`config.mk`:
```
export PLATFORM = sky130hd
export DESIGN_NAME = dsp_mac_pipe
export DESIGN_NICKNAME = d
export VERILOG_FILES = /design/src/rtl/dsp_mac_pipe.sv
export SDC_FILE = /design/constraint.sdc
export NUM_CORES = 2
export LEC_CHECK = 0
export CELL_PAD_IN_SITES_DETAIL_PLACEMENT = 1
export CELL_PAD_IN_SITES_GLOBAL_PLACEMENT = 2
export CORE_ASPECT_RATIO = 0.8
export CORE_MARGIN = 8
export CORE_UTILIZATION = 38
export DETAILED_ROUTE_END_ITERATION = 8
export DONT_BUFFER_PORTS = 1
export PLACE_DENSITY_LB_ADDON = 0.12
export SETUP_SLACK_MARGIN = 0.1
export SYNTH_ARGS = -nofsm -noshare
export SYNTH_HDL_FRONTEND = slang
export SYNTH_SLANG_ARGS = --single-unit
```
`constraint.sdc`:
```
create_clock -name clk -period 11.8 [get_ports clk]
set_input_delay 1.18 -clock clk [delete_from_list [all_inputs] [get_ports clk]]
set_output_delay 1.18 -clock clk [all_outputs]
set_load 0.05 [all_outputs]
```
`src/rtl/dsp_mac_pipe.sv`:
```
// rtl/dsp_mac_pipe.sv - streaming signed MAC with pre-adder, C post-add and grouped accumulation (DSPMAC_SAT_EN enables saturation)
module dsp_mac_pipe #(
    parameter int AW      = 18,
    parameter int BW      = 18,
    parameter int PW      = 48,
    parameter int MPIPE   = 2,
    parameter int ACC_LEN = 16
) (
    input  logic                 clk,
    input  logic                 rst,
    input  logic                 in_valid,
    output logic                 in_ready,
    input  logic signed [AW-1:0] a,
    input  logic signed [BW-1:0] b,
    input  logic signed [BW-1:0] d,
    input  logic signed [PW-1:0] c,
    input  logic        [1:0]    mode,
    input  logic                 acc_en,
    output logic                 out_valid,
    input  logic                 out_ready,
    output logic        [PW-1:0] p,
    output logic                 ovf
);

    localparam int MW  = AW + BW + 1;
    localparam int PAW = BW + 1;
    localparam int CW  = (ACC_LEN > 1) ? $clog2(ACC_LEN) : 1;

    typedef enum logic {
        IDLE  = 1'b0,
        GROUP = 1'b1
    } acc_state_t;

    // One global enable: the whole pipe freezes while a result waits downstream.
    logic ce;
    assign ce       = !out_valid || out_ready;
    assign in_ready = ce;

    logic                 i_vld;
    logic signed [AW-1:0] i_a;
    logic signed [BW-1:0] i_b;
    logic signed [BW-1:0] i_d;
    logic signed [PW-1:0] i_c;
    logic        [1:0]    i_mode;
    logic                 i_acc;

    always_ff @(posedge clk or posedge rst) begin
        if (rst) begin
            i_vld  <= 1'b0;
            i_a    <= '0;
            i_b    <= '0;
            i_d    <= '0;
            i_c    <= '0;
            i_mode <= '0;
            i_acc  <= 1'b0;
        end else if (ce) begin
            i_vld <= in_valid;
            if (in_valid) begin
                i_a    <= a;
                i_b    <= b;
                i_d    <= d;
                i_c    <= c;
                i_mode <= mode;
                i_acc  <= acc_en;
            end
        end
    end

    logic signed [PAW-1:0] pre;
    logic signed [MW-1:0]  prod0;
    logic signed [PW-1:0]  csel0;

    always_comb begin
        case (i_mode)
            2'b01:   pre = PAW'(i_d) + PAW'(i_b);
            2'b10:   pre = PAW'(i_d) - PAW'(i_b);
            default: pre = PAW'(i_b);
        endcase
        prod0 = MW'(i_a) * MW'(pre);
        csel0 = (i_mode == 2'b11) ? i_c : '0;
    end

    logic                m_vld  [MPIPE];
    logic signed [MW-1:0] m_prod [MPIPE];
    logic signed [PW-1:0] m_c    [MPIPE];
    logic                m_acc  [MPIPE];

    always_ff @(posedge clk or posedge rst) begin
        if (rst) begin
            for (int i = 0; i < MPIPE; i++) begin
                m_vld[i]  <= 1'b0;
                m_prod[i] <= '0;
                m_c[i]    <= '0;
                m_acc[i]  <= 1'b0;
            end
        end else if (ce) begin
            m_vld[0]  <= i_vld;
            m_prod[0] <= prod0;
            m_c[0]    <= csel0;
            m_acc[0]  <= i_acc;
            for (int i = 1; i < MPIPE; i++) begin
                m_vld[i]  <= m_vld[i-1];
                m_prod[i] <= m_prod[i-1];
                m_c[i]    <= m_c[i-1];
                m_acc[i]  <= m_acc[i-1];
            end
        end
    end

    // Returns {overflow, sum}; the overflow bit is only ever set when saturation is built in.
    function automatic logic [PW:0] add_pw(input logic signed [PW-1:0] x, input logic signed [PW-1:0] y);
        logic signed [PW-1:0] s;
        logic                 ov;
        s = x + y;
`ifdef DSPMAC_SAT_EN
        ov = (x[PW-1] == y[PW-1]) && (s[PW-1] != x[PW-1]);
        if (ov) s = x[PW-1] ? {1'b1, {(PW-1){1'b0}}} : {1'b0, {(PW-1){1'b1}}};
`else
        ov = 1'b0;
`endif
        return {ov, s};
    endfunction

    acc_state_t           state, state_nxt;
    logic [CW-1:0]        cnt, cnt_nxt;
    logic signed [PW-1:0] acc, acc_nxt;
    logic                 grp_ovf, grp_ovf_nxt;
    logic                 ovf_q;

    logic                 s_vld;
    logic                 s_acc;
    logic [PW:0]          t_res;
    logic [PW:0]          a_res;
    logic signed [PW-1:0] term;
    logic signed [PW-1:0] sum;
    logic                 emit;
    logic signed [PW-1:0] res;
    logic                 res_ov;

    assign s_vld = m_vld[MPIPE-1];
    assign s_acc = m_acc[MPIPE-1];
    assign t_res = add_pw(PW'(m_prod[MPIPE-1]), m_c[MPIPE-1]);
    assign term  = t_res[PW-1:0];
    assign a_res = add_pw(acc, term);
    assign sum   = a_res[PW-1:0];

    always_comb begin
        state_nxt   = state;
        cnt_nxt     = cnt;
        acc_nxt     = acc;
        grp_ovf_nxt = grp_ovf;
        emit        = 1'b0;
        res         = term;
        res_ov      = t_res[PW];
        if (ce && s_vld) begin
            case (state)
                IDLE: begin
                    if (!s_acc || ACC_LEN == 1) begin
                        emit = 1'b1;
                    end else begin
                        state_nxt   = GROUP;
                        cnt_nxt     = CW'(1);
                        acc_nxt     = term;
                        grp_ovf_nxt = t_res[PW];
                    end
                end
                GROUP: begin
                    res    = sum;
                    res_ov = grp_ovf | t_res[PW] | a_res[PW];
                    // A non-group beat closes the group early, folding itself into the sum.
                    if (!s_acc || cnt == CW'(ACC_LEN - 1)) begin
                        emit        = 1'b1;
                        state_nxt   = IDLE;
                        cnt_nxt     = '0;
                        grp_ovf_nxt = 1'b0;
                    end else begin
                        acc_nxt     = sum;
                        cnt_nxt     = cnt + CW'(1);
                        grp_ovf_nxt = res_ov;
                    end
                end
                default: state_nxt = IDLE;
            endcase
        end
    end

    always_ff @(posedge clk or posedge rst) begin
        if (rst) begin
            state     <= IDLE;
            cnt       <= '0;
            acc       <= '0;
            grp_ovf   <= 1'b0;
            out_valid <= 1'b0;
            p         <= '0;
            ovf_q     <= 1'b0;
        end else begin
            state   <= state_nxt;
            cnt     <= cnt_nxt;
            acc     <= acc_nxt;
            grp_ovf <= grp_ovf_nxt;
            if (ce) out_valid <= emit;
            if (emit) begin
                p     <= res;
                ovf_q <= res_ov;
            end
        end
    end

    assign ovf = ovf_q;

endmodule

```
==> results.yml <==
cts:
  cts-buffers-inserted: 46
  htree_levels: 2
  cts_tree: "done"
  cts_max_path_buffers: 3
  worst_setup_hold_path_clk_slew_ns: 0.06
  postCtsSetupRepairBufs: 0
  clock_sink_count: 382
  cts.repair.resized: 0
  ctsRootBufferMaster: "clkbuf_16"
  hold_buffers: 0
  clock_latency_ns: 0.62
place:
  pre_cts_slack_ns: 1.196
  port-buffer-count: 0
  gpl.final_weighted_congestion: 0.8836
  detailed_place_hpwl_um: 75510
  place_inst: 4672
grt:
  globalRoute.totalOverflow: 0
  grt_pass1_vias: 27384
  pin_count_of_the_biggest_net_entering_global_routing: 159
  grt.total_usage: 0.1991
  antenna_violations_before_repair: 5
  grt_pass1_wl_um: 157300
critical_path:
  path_max_fanout: 19
  slowest_delay_ns: 0.75
  cpMostUsedCell: "fa_1"
  timing.critical_path.required_ns: 12.24
  timing.reg2reg.setup_slack_ns: 1.17
  worst_setup_path_end_kind: "flip-flop"
  cp_slowest_cell: "o31ai_4"
  timing.critical_path.arrival_ns: 11.07
  critPathKind: "flip-flop to flip-flop"
  worstSetupStartpointType: "flip-flop"
route:
  remaining_drc_errors: 0
  drt_first_pass_iters: 5
  detailroute.via_count: 24519
  drt-initial-drc-count: 1442
  antenna_left: 0
  finalWirelength_um: 96570
  avgViaCountPerCell: 5.159
  post_drt_wl_per_cell_um: 20.32
run:
  max-cap-violations: 0
floorplan:
  placement_rows: 97
  floorplan.core_area_mm2: 0.08738
  fp.dieW_um: 347.5
  ios: 160
  start_util: 0.3823
  dieArea_mm2: 0.09773
  die_outline_height_um: 281.2
timing:
  max_freq_mhz: 94.07
  setup_total_negative_slack_ns: 0
  slew_headroom: 0.1388
  worst_setup_slack_final_ns: 1.170
  worst_pin_slew_ns: 1.283
  setup_repair_after_global_routing_missed_its_margin: "false"
  final.min_clock_period_ns: 10.63
  timing_max_transition_violations_final: 0
  finalSetupViolations: 0
  clock_skew_ns: 0.02604
  post-route-period-util: 0.9009
  finalHoldViolations: 0
run_status:
  status: "finished, final reports clean"
logic_synthesis:
  synth-main-ff-cell: "dfrtp_1"
  yosysWarningCount: 0
  postSynthCellCount: 3664
  synth_top_cells_by_area: "dfrtp_1 (29%), fa_1 (20%), nand2_1 (8.6%)"
  ys_top_cells_by_count: "nand2_1 (769), inv_1 (444), dfrtp_1 (382)"
  synth_seq_area_share: 0.2861
  synth-edff-count: 0
  syn-cell-area_mm2: 0.03341
  netlist-cell-type-count: 77
  synth-seq-cells: 382
  syn-mean-instance-area_um2: 9.119
  yosysTopAreaCellShare: 0.2861
  synthDominantAreaCellType: "dfrtp_1"
  synthMostInstantiatedCell: "nand2_1"
  synthesis.nets: 4328
  async_flop_share: 1.000
final_layout:
  drive_above_1_share: 0.07333
  area_growth_pct: 7.988
  num-nets-final: 4246
  fin_cells: 4753
worst_hold_path:
  hold_path_class: "flip-flop to flip-flop"
-- cell families after synthesis --
kind of cell | after synthesis | synth area share
xor gates and xnor gates | 161 | 0.04220
buffers and inverters | 604 | 0.06838
muxes | 144 | 0.04756
DFF | 382 | 0.2861
and+or+nand+nor | 1259 | 0.1667
adders and majority gates | 558 | 0.2856
other | 1 | 0.0001122
AOI/OAI and AO/OA | 555 | 0.1034
-- final cells by class --
cell class                      count  area [um2]
Fill cell                       10066       51300
Multi-Input combinational cell   2678       21660
Sequential cell                   382        9560
Inverter                          445        1679
Tap cell                         1138        1424
Clock buffer                       58        1276
Clock inverter                     22       245.2
Timing Repair Buffer               29       230.2
Antenna cell                        1       2.502
-- worst paths after layout --
kind	startpoint	to	cells past startpoint
max in group asynchronous	rst	i_d[10]	3
setup / recovery	i_mode[0]	m_prod[72]	37
min in group asynchronous	rst	acc[17]	1
setup reg to reg	i_mode[0]	m_prod[72]	37
hold reg to reg	m_prod[60]	m_prod[23]	2
hold / removal	m_prod[60]	m_prod[23]	2
-- metal layers --
metal	wire length, um	global-route usage	share of wire
met1	48190	0.2871	0.50
met2	43570	0.3221	0.45
met3	3368	0.02769	0.035
met4	1443	0.03498	0.015
met5	0	0	0
-- worst max-delay path, delay by kind of cell (launching register included) --
family / cells / cell delay (ns)
XOR/XNOR: 1 / 0.13
buffers and inverters: 4 / 0.21
adder cells (fa/ha/maj): 9 / 4.25
AND/OR/NAND/NOR: 3 / 0.44
multiplexers: 1 / 0.36
flip-flops: 1 / 0.39
AO/OA/AOI/OAI: 19 / 4.64
-- sequential cells by signal, indices dropped and copies added, names as in the netlist --
name and count:
acc 48, state 1, i_acc 1, s_vld 1, out_valid 1, i_vld 1
p 48, m_acc 1, s_acc 1, m_c 96, i_c 48, i_a 18
i_d 18, m_vld 1, i_mode 2, m_prod 74, cnt 4, i_b 18
-- metrics by stage --
stage	area (um2)	hold WS, ns	utilization
after floorplan	33410	0.4375	-
final	36080	0.4639	0.4129
after detailed placement	34560	0.4566	0.3954
after CTS	36080	0.4660	0.4129
after global placement	34560	0.4527	0.3954
after global routing	36080	0.4910	0.4129
-- layout by cell type, fill, tap and decap left out, types with 6 or more instances in the layout --
cell type	netlist	routed
nand2_1	769	767
and3_1	19	19
o21ai_2	2	10
clkbuf_16	0	46
inv_1	444	443
fa_1	342	342
a21o_1	71	71
mux2_2	110	110
a211oi_1	18	18
dfrtp_1	382	381
mux2i_1	32	32
nor3_1	28	28
clkbuf_8	0	8
or2_2	6	6
nand2b_1	23	23
clkinv_2	0	10
xor2_1	47	47
o31ai_1	9	6
o21bai_1	20	20
ha_1	213	212
nand3_1	84	83
a21oi_1	157	157
o21ai_0	158	158
nand4_1	10	10
nor2b_1	32	31
o21a_1	17	17
xnor2_1	114	114
buf_4	1	28
o21ai_1	22	14
and2_1	164	164
a31oi_1	22	22
nor2_1	108	108
Power is not shown: default switching activity piles up to over one toggle a cycle in this logic, so the estimate is an artifact.
